File: src/rtl/lbm_step_scheduler.sv
// Run sequencer for one LBM simulation: meters the initial frame load into BRAM through the
// pixel-out writer's read_addr limit, then alternates collide/stream and drain for N timesteps.
module lbm_step_scheduler #(
  parameter int ADDRESS_WIDTH = 12,
  parameter int DEPTH         = 2500,
  parameter int WINDOW        = 64,
  parameter int STEP_WIDTH    = 16,
  parameter int TIMEOUT_WIDTH = 20
) (
  input  logic                     m00_axis_aclk,
  input  logic                     m00_axis_aresetn,
  input  logic                     cfg_start,
  input  logic                     cfg_abort,
  input  logic [ADDRESS_WIDTH-1:0] cfg_num_pixels,
  input  logic [STEP_WIDTH-1:0]    cfg_num_steps,
  input  logic                     mon_tvalid,
  input  logic                     mon_tready,
  input  logic                     mon_tlast,
  output logic [ADDRESS_WIDTH-1:0] load_limit,
  output logic                     core_start,
  input  logic                     core_done,
  output logic                     drain_start,
  input  logic                     drain_done,
  output logic                     busy,
  output logic                     done,
  output logic [STEP_WIDTH-1:0]    step_count,
  output logic [1:0]               err
);

  typedef enum logic [2:0] {
    S_IDLE    = 3'd0,
    S_LOAD    = 3'd1,
    S_COMPUTE = 3'd2,
    S_DRAIN   = 3'd3,
    S_FINISH  = 3'd4
  } state_t;

  localparam logic [ADDRESS_WIDTH:0]   LP_WINDOW   = (ADDRESS_WIDTH+1)'(WINDOW);
  localparam logic [ADDRESS_WIDTH:0]   LP_CNT_ONE  = (ADDRESS_WIDTH+1)'(1);
  localparam logic [ADDRESS_WIDTH-1:0] LP_DEPTH    = ADDRESS_WIDTH'(DEPTH);
  localparam logic [1:0]               ERR_NONE    = 2'd0;
  localparam logic [1:0]               ERR_CFG     = 2'd1;
  localparam logic [1:0]               ERR_TLAST   = 2'd2;
  localparam logic [1:0]               ERR_TIMEOUT = 2'd3;

  state_t                     r_state;
  logic [ADDRESS_WIDTH-1:0]   r_num_pixels;
  logic [STEP_WIDTH-1:0]      r_num_steps;
  logic [ADDRESS_WIDTH:0]     r_beat_cnt;
  logic [TIMEOUT_WIDTH-1:0]   r_wdog;
  logic [ADDRESS_WIDTH-1:0]   r_load_limit;
  logic                       r_core_start;
  logic                       r_drain_start;
  logic                       r_busy;
  logic                       r_done;
  logic [STEP_WIDTH-1:0]      r_step_count;
  logic [1:0]                 r_err;

  logic                       w_beat;
  logic [ADDRESS_WIDTH:0]     w_beat_next;
  logic [ADDRESS_WIDTH:0]     w_num_ext;
  logic                       w_last_beat;
  logic                       w_early_tlast;
  logic [ADDRESS_WIDTH:0]     w_limit_sum;
  logic [ADDRESS_WIDTH-1:0]   w_limit;
  logic [ADDRESS_WIDTH:0]     w_cfg_ext;
  logic [ADDRESS_WIDTH:0]     w_first_limit;
  logic [TIMEOUT_WIDTH-1:0]   w_wdog_next;
  logic                       w_timeout;
  logic                       w_active;
  logic                       w_cfg_bad;
  logic [STEP_WIDTH-1:0]      w_step_next;

  // beat_cnt carries one extra bit so beat_cnt+WINDOW cannot wrap before the min()
  assign w_beat        = mon_tvalid & mon_tready;
  assign w_beat_next   = r_beat_cnt + LP_CNT_ONE;
  assign w_num_ext     = {1'b0, r_num_pixels};
  assign w_last_beat   = w_beat & (w_beat_next == w_num_ext);
  assign w_early_tlast = w_beat & mon_tlast & (w_beat_next < w_num_ext);
  assign w_limit_sum   = r_beat_cnt + LP_WINDOW;
  assign w_limit       = (w_limit_sum < w_num_ext) ? w_limit_sum[ADDRESS_WIDTH-1:0] : r_num_pixels;
  assign w_cfg_ext     = {1'b0, cfg_num_pixels};
  assign w_first_limit = (LP_WINDOW < w_cfg_ext) ? LP_WINDOW : w_cfg_ext;
  assign w_wdog_next   = r_wdog + TIMEOUT_WIDTH'(1);
  assign w_timeout     = &w_wdog_next;
  assign w_active      = (r_state == S_LOAD) | (r_state == S_COMPUTE) | (r_state == S_DRAIN);
  assign w_cfg_bad     = (cfg_num_pixels == '0) | (cfg_num_pixels > LP_DEPTH) | (cfg_num_steps == '0);
  assign w_step_next   = r_step_count + STEP_WIDTH'(1);

  // Sequencer state, watchdog and all registered outputs
  always_ff @(posedge m00_axis_aclk or negedge m00_axis_aresetn) begin
    if (!m00_axis_aresetn) begin
      r_state       <= S_IDLE;
      r_num_pixels  <= '0;
      r_num_steps   <= '0;
      r_beat_cnt    <= '0;
      r_wdog        <= '0;
      r_load_limit  <= '0;
      r_core_start  <= 1'b0;
      r_drain_start <= 1'b0;
      r_busy        <= 1'b0;
      r_done        <= 1'b0;
      r_step_count  <= '0;
      r_err         <= ERR_NONE;
    end else begin
      r_core_start  <= 1'b0;
      r_drain_start <= 1'b0;
      r_done        <= 1'b0;
      if (cfg_abort) begin
        r_state      <= S_IDLE;
        r_busy       <= 1'b0;
        r_load_limit <= '0;
        r_wdog       <= '0;
      end else if (w_active && w_timeout) begin
        r_state      <= S_IDLE;
        r_busy       <= 1'b0;
        r_load_limit <= '0;
        r_wdog       <= '0;
        r_err        <= ERR_TIMEOUT;
      end else begin
        case (r_state)
          S_IDLE: begin
            r_wdog <= '0;
            if (cfg_start) begin
              if (w_cfg_bad) begin
                r_err <= ERR_CFG;
              end else begin
                r_num_pixels <= cfg_num_pixels;
                r_num_steps  <= cfg_num_steps;
                r_beat_cnt   <= '0;
                r_step_count <= '0;
                r_err        <= ERR_NONE;
                r_load_limit <= w_first_limit[ADDRESS_WIDTH-1:0];
                r_busy       <= 1'b1;
                r_state      <= S_LOAD;
              end
            end
          end
          S_LOAD: begin
            if (w_early_tlast) begin
              r_err        <= ERR_TLAST;
              r_state      <= S_IDLE;
              r_busy       <= 1'b0;
              r_load_limit <= '0;
              r_wdog       <= '0;
            end else if (w_last_beat) begin
              r_beat_cnt   <= w_beat_next;
              r_load_limit <= '0;
              r_core_start <= 1'b1;
              r_state      <= S_COMPUTE;
              r_wdog       <= '0;
            end else begin
              r_load_limit <= w_limit;
              if (w_beat) begin
                r_beat_cnt <= w_beat_next;
                r_wdog     <= '0;
              end else begin
                r_wdog <= w_wdog_next;
              end
            end
          end
          S_COMPUTE: begin
            if (core_done) begin
              r_drain_start <= 1'b1;
              r_state       <= S_DRAIN;
              r_wdog        <= '0;
            end else begin
              r_wdog <= w_wdog_next;
            end
          end
          S_DRAIN: begin
            if (drain_done) begin
              r_step_count <= w_step_next;
              r_wdog       <= '0;
              if (w_step_next == r_num_steps) begin
                r_done  <= 1'b1;
                r_state <= S_FINISH;
              end else begin
                r_core_start <= 1'b1;
                r_state      <= S_COMPUTE;
              end
            end else begin
              r_wdog <= w_wdog_next;
            end
          end
          S_FINISH: begin
            r_state <= S_IDLE;
            r_busy  <= 1'b0;
            r_wdog  <= '0;
          end
          default: begin
            r_state      <= S_IDLE;
            r_busy       <= 1'b0;
            r_load_limit <= '0;
            r_wdog       <= '0;
          end
        endcase
      end
    end
  end

  assign load_limit  = r_load_limit;
  assign core_start  = r_core_start;
  assign drain_start = r_drain_start;
  assign busy        = r_busy;
  assign done        = r_done;
  assign step_count  = r_step_count;
  assign err         = r_err;

endmodule

File: config.mk
export PLATFORM = sky130hd
export DESIGN_NAME = lbm_step_scheduler
export DESIGN_NICKNAME = d
export VERILOG_FILES = /design/src/rtl/lbm_step_scheduler.sv
export SDC_FILE = /design/constraint.sdc
export NUM_CORES = 1
export LEC_CHECK = 0
export ABC_AREA = 1
export BUFFER_PORTS_ARGS = -buffer_cell sky130_fd_sc_hd__buf_2
export CORE_MARGIN = 2
export CORE_UTILIZATION = 45
export CTS_CLUSTER_DIAMETER = 30
export DETAILED_ROUTE_END_ITERATION = 8
export MAX_ROUTING_LAYER = met4
export PLACE_DENSITY = 0.62
export REMOVE_ABC_BUFFERS = 1
export SYNTH_ARGS = -nofsm -noshare
export SYNTH_HDL_FRONTEND = slang
export SYNTH_SLANG_ARGS = --single-unit
File: constraint.sdc
create_clock -name m00_axis_aclk -period 3.4 [get_ports m00_axis_aclk]
set_clock_uncertainty 0.05 [all_clocks]
set_input_delay 0.85 -clock m00_axis_aclk [delete_from_list [all_inputs] [get_ports m00_axis_aclk]]
set_output_delay 0.85 -clock m00_axis_aclk [all_outputs]
set_load 0.02 [all_outputs]
# Word-level counts from Yosys, hierarchy flattened
# Index checks and enable logic that the tools add are counted.
[word_totals] regBits=98 word_cells=133
[classes] n_addsub=4 order_cmp=4 n_eq_ne=21 mux=64 n_bitwise=11 reduce_logical=17
[op_table] operator="20-bit two-way mux" count=7
[op_table] operator="12-bit two-way mux" count=8
[op_table] operator="13-bit two-way mux" count=5
[op_table] operator="20-bit one-hot mux with 3 select lines" count=1
[op_table] operator="16-bit two-way mux" count=3
[op_table] operator="12-bit one-hot mux with 3 select lines" count=1
[op_table] operator="16-bit one-hot mux with 2 select lines" count=1
[op_table] operator="3-bit two-way mux" count=9
[op_table] operator="13-bit by 12-bit less-than comparator with 1-bit output" count=2
[op_table] operator="13-bit one-hot mux with 2 select lines" count=1
[op_table] operator="1-bit two-way mux" count=21
[op_table] operator="20-bit by 1-bit adder with 20-bit output (second input constant)" count=1
[op_table] operator="20-bit AND reduction" count=1
[op_table] operator="16-bit by 1-bit adder with 16-bit output (second input constant)" count=1
[op_table] operator="16-bit == test" count=1
[op_table] operator="16-bit zero test" count=1
[op_table] operator="13-bit by 1-bit adder with 13-bit output (second input constant)" count=1
[op_table] operator="13-bit by 7-bit adder with 13-bit output (second input constant)" count=1
[op_table] operator="13-bit by 12-bit == test with 1-bit output" count=1
[op_table] operator="12-bit greater-than comparator (second input constant)" count=1
[op_table] operator="12-bit zero test" count=1
[op_table] operator="7-bit by 12-bit less-than comparator with 1-bit output (first input constant)" count=1
[op_table] operator="4-bit by 3-bit inequality test with 1-bit output (second input constant)" count=3
[op_table] operator="3-bit one-hot mux with 4 select lines" count=1
[op_table] operator="other kinds (27)" count=47

# Longest topological paths before layout
[depth] ltp_word=8 depth_mapped=24 ltp_nobuf=23

# Worst setup path after synthesis
# Ideal clock, no wire load.
[synth_timing] kind="register -> register" start="register r_beat_cnt[0]" end="register r_beat_cnt[2]" setup_ps=118 arrival_ps=2626 path_slack_ps=606 path_stages_with_launch=24 path_buffers=1 synth_period_minus_slack_ps=2794 cell_sequence="dfrtp_1 -> inv_1 -> nor2_1 -> inv_1 -> nor2_1 -> nand3_1 -> nor2_1 -> xor2_1 -> inv_1 -> ha_1 -> nand2_1 -> o21ai_0 -> nor2_1 -> nand2_1 -> nand2_1 -> nand2_1 -> nand2_1 -> inv_1 -> nand2_1 -> a21oi_1 -> nand2_4 -> buf_6 -> nand2_1 -> o21ai_2"
[synth_via] elab_chain_len=6
[synth_rtl] item="start, declared" line="49" text="logic [ADDRESS_WIDTH:0] r_beat_cnt;"
[synth_rtl] item="start signal, assigned" line="147" text="r_beat_cnt <= w_beat_next;"
[synth_rtl] item="start signal, assigned" line="155" text="r_beat_cnt <= w_beat_next;"
[synth_rtl] item="13-bit by 1-bit adder with 13-bit output (*)" line="76" text="assign w_beat_next = r_beat_cnt + LP_CNT_ONE;"
[synth_rtl] item="parallel branches: the longest is 5 deep, another holds 13-bit by 12-bit less-than comparator with 1-bit output"
# Every way passes the cells marked *. The select of a mux whose other input is x is not followed.
# A chain may end at the register's enable or synchronous reset.

# Worst setup path in the final report
[layout_timing] start="register r_beat_cnt[0]" end="register r_beat_cnt[4]"
# Same word-level chain as after synthesis.

==> metrics.md <==
| Metric | Value |
|---|---|
| Post-synth top area cell | `dfrtp_1` |
| Nets | `1099` |
| Worst-margin pin slew | `approximately 0.6 ns` |
| Largest net degree at the start of global routing | `55` |
| Top cell type's share of synthesized area | `0.367` |
| Syn. warnings | `0` |
| Flop and latch count out of synthesis | `98` |
| Total GRT Usage | `0.234` |
| CTS tree | `yes` |
| Row Count | `44` |
| CTS Hold Bufs | `0` |
| DP Area | `7220 um^2` |
| Share of cells above drive strength 1 | `0.145` |
| Setup ws final | `0.301 ns` |
| Crit-path max cell delay | `0.40 ns` |
| Die ar. | `15800 um^2` |
| Core footprint | `14500 um^2` |
| Hold Fails Final Rpt | `0` |
| Grt ovf | `0` |
| Critical R2R Capture | `r_beat_cnt[4]$_DFFE_PN0P_` |
| Critical path endpoint category | `register` |
| Setup Viol. Count Final | `0` |
| Type of origin of the critical path | `register` |
| DRC Markers | `0` |
| First-pass GRT wire length | `29.1 mm` |
| CTS max path bufs | `2` |
| Total CTS buffers | `9` |
| Vias/cell | `5.09` |
| IO buf count | `70` |
| R2r worst-path depth | `23` |
| Dpl hpwl | `13.5 mm` |
| Post-synthesis cell count | `961` |
| Power, Total | `4.59 mW` |
| Vias | `6221` |
| WP data required | `between 3 and 4 ns` |
| FMAX | `323 MHz` |
| Initial Utilization | `0.460` |
| Vias in the first global route | `between 5000 and 6000` |
| Final Slew Violations | `0` |
| Total Neg Setup Slack | `0 ns` |
| Mean post-synth cell area | `slightly below 7 um^2` |
| Clk slew on worst S/H paths | `0.07 ns` |
| Wire per inst | `14.4 um` |
| CP arrival | `between 3 and 4 ns` |
| Number of placed cells counting well taps | `1201` |
| Die X | `between 100 and 150 um` |
| Hold Path End | `busy$_DFFE_PN0P_` |
| Fin util | `0.528` |
| Critical path's top delay family | `simple AND/OR/NAND/NOR gates` |
| Commonest non-fill, non-tap cells in the layout | `312 x nand2_1, 119 x inv_1, 100 x nor2_1, 98 x dfrtp_1, 69 x buf_2` |
| Routed WL | `~18 mm` |
| Placement Setup Slack | `0.230 ns` |
| Htree depth | `3` |
| Finished Layout Cells | `1222` |
| Die Y-Extent | `126 um` |
| # clock sinks | `98` |
| CP Class | `reg -> reg` |
| # Max-Cap Violations | `0` |
| Max FO, Critical Path | `6` |
| Hold_ws | `0.425 ns` |
| Largest cells by area after synthesis | `dfrtp_1 37%, nand2_1 18%, inv_1 6.7%, nor2_1 5.6%, ha_1 5.4%` |
| GP Congestion | `0.914` |
| Antenna-violating nets left | `0` |
| CTS root buf | `clkbuf_16` |
| Tcrit/Tclk final | `0.911` |
| Distinct cells, synth | `38` |
| Hold path depth | `2` |
| Final Cell Area | `7670 um^2` |
| Reg2reg setup slack | `0.30 ns` |
| Hold crit path type | `reg -> reg` |
| Crit path buf inv count | `5` |
| Lkg Pwr | `3.76 nW` |
| Diodes inserted | `0` |
| Hold Path Origin | `busy$_DFFE_PN0P_` |
| Crit-path slowest cell | `dfrtp_1` |
| Pwr dens | `598 nW/um^2` |
| DRT Pass-1 Iters | `5` |
| Area Overhead vs Synth | `14.8%` |
| Initial DRC Count | `375` |
| Clk_lat worst skew | `0.36 ns` |
| Commonest non-fill, non-tap cell in the layout | `nand2_1` |
| Max VDD drop | `403 uV` |
| Initial antenna violation count | `0` |
| Post-synthesis sequential area ratio | `0.367` |
| Slew headroom | `0.597` |
| CP cell instances | `inv_1 > nor2_1 > inv_1 > nor2_1 > nand3_2 > nor2_1 > xor2_1 > inv_1 > ha_1 > nand2_1 > o21ai_0 > nor2_1 > nand2_1 > nand2_1 > nand2_1 > nand2_1 > inv_1 > nand2_1 > a21oi_4 > buf_12 > nand2_2 > nand2_1 > o21ai_2` |
| IO Pins | `71` |
| Worst r2r src | `r_beat_cnt[0]$_DFFE_PN0P_` |
| Minimum clock period | `about 3.1 ns` |
| # fillers | `around 1500` |
| Outcome | `completed` |
| Cell mode on critical path | `nand2_1` |
| Post-Syn Area | `6680 um^2` |
## flip-flops by register name, summed over array words and instances, names as in the netlist, 2 cells and up
name,count
step_count,16
r_beat_cnt,13
load_limit,12
r_num_pixels,12
err,2
r_wdog,20
r_state,3
r_num_steps,16
## power by group
part           internal (mW)  switching (mW)
Sequential              1.40           0.178
Clock                  0.797           0.479
Combinational          0.587            1.15
Total                   2.78            1.81
## layer usage
metal,routed length [um],vias up,part of all wire,global-route usage
met5,0,-,0,-
met4,218,0,0.012,0.0498
met3,797,13,0.045,0.0459
met2,7990,121,0.45,0.362
met1,8610,2861,0.49,0.322
li1,-,3226,-,-
## timing repair
item / 4_1_cts / 5_1_grt
setup buffers: 0 / 2
setup endpoints to repair: 0 / 26
gates resized for setup: 0 / 8
hold endpoints to repair: 0 / 0
## Yosys cell counts
master and instances:
a21oi_1 25, a21oi_4 1, a22oi_1 1, and2_0 1
and3_1 2, buf_2 5, buf_6 5, clkbuf_1 10
clkinv_1 1, dfrtp_1 98, ha_1 29, inv_1 119
inv_2 1, mux2_2 4, mux2i_1 1, nand2_1 312
nand2_2 8, nand2_4 2, nand3_1 69, nand3_2 1
nand3b_1 5, nand4_1 21, nor2_1 100, nor2_2 1
nor2_4 7, nor3_1 15, nor3b_1 2, nor4_1 4
o211ai_1 1, o21ai_0 47, o21ai_1 17, o21ai_2 17
o21bai_1 3, o22ai_1 1, or2_2 5, xnor2_1 5
xnor3_1 1, xor2_1 14
## worst register-to-register path: cells and delay by family, from the launching register on
family | cells | cell delay, ns
xor+xnor | 1 | 0.15
compound gates | 3 | 0.39
fa+ha+maj | 1 | 0.30
flops | 1 | 0.40
simple gates | 13 | 1.24
buf+inv | 5 | 0.48
## worst max path at each step
| stage | from | to | slack, ns | cells past startpoint |
|---|---|---|---|---|
| finish | r_beat_cnt[0]$_DFFE_PN0P_ | r_beat_cnt[4]$_DFFE_PN0P_ | 0.30 | 23 |
| CTS | r_beat_cnt[0]$_DFFE_PN0P_ | load_limit[1]$_DFFE_PN0P_ | 0.21 | 20 |
| global placement | r_beat_cnt[2]$_DFFE_PN0P_ | load_limit[0]$_DFFE_PN0P_ | 0.35 | 20 |
| detailed placement | r_beat_cnt[0]$_DFFE_PN0P_ | load_limit[1]$_DFFE_PN0P_ | 0.23 | 20 |
| global route | r_beat_cnt[0]$_DFFE_PN0P_ | r_beat_cnt[2]$_DFFE_PN0P_ | -0.03 | 23 |
| floorplan | r_beat_cnt[0]$_DFFE_PN0P_ | r_beat_cnt[0]$_DFFE_PN0P_ | 0.56 | 22 |
## cell type report
class	count	area, um^2	area share
clock buffer	10	229	0.0299
clock inverter	6	136	0.0178
inverter	121	458	0.0597
multi-input combinational	724	3720	0.485
sequential	98	2450	0.320
tap	184	230	0.0300
timing repair buffer	78	438	0.0571
timing repair inverter	1	7.51	0.000979
## logic make-up after synthesis
logic type | after synthesis | share of synthesized area
AOI/OAI and AO/OA | 113 | 0.0980
xor gates and xnor gates | 20 | 0.0283
adders and majority gates | 29 | 0.0543
buffers and inverters | 141 | 0.0858
DFF | 98 | 0.367
muxes | 5 | 0.00824
and+or+nand+nor | 555 | 0.358
Power figures use the tool's default switching activity.
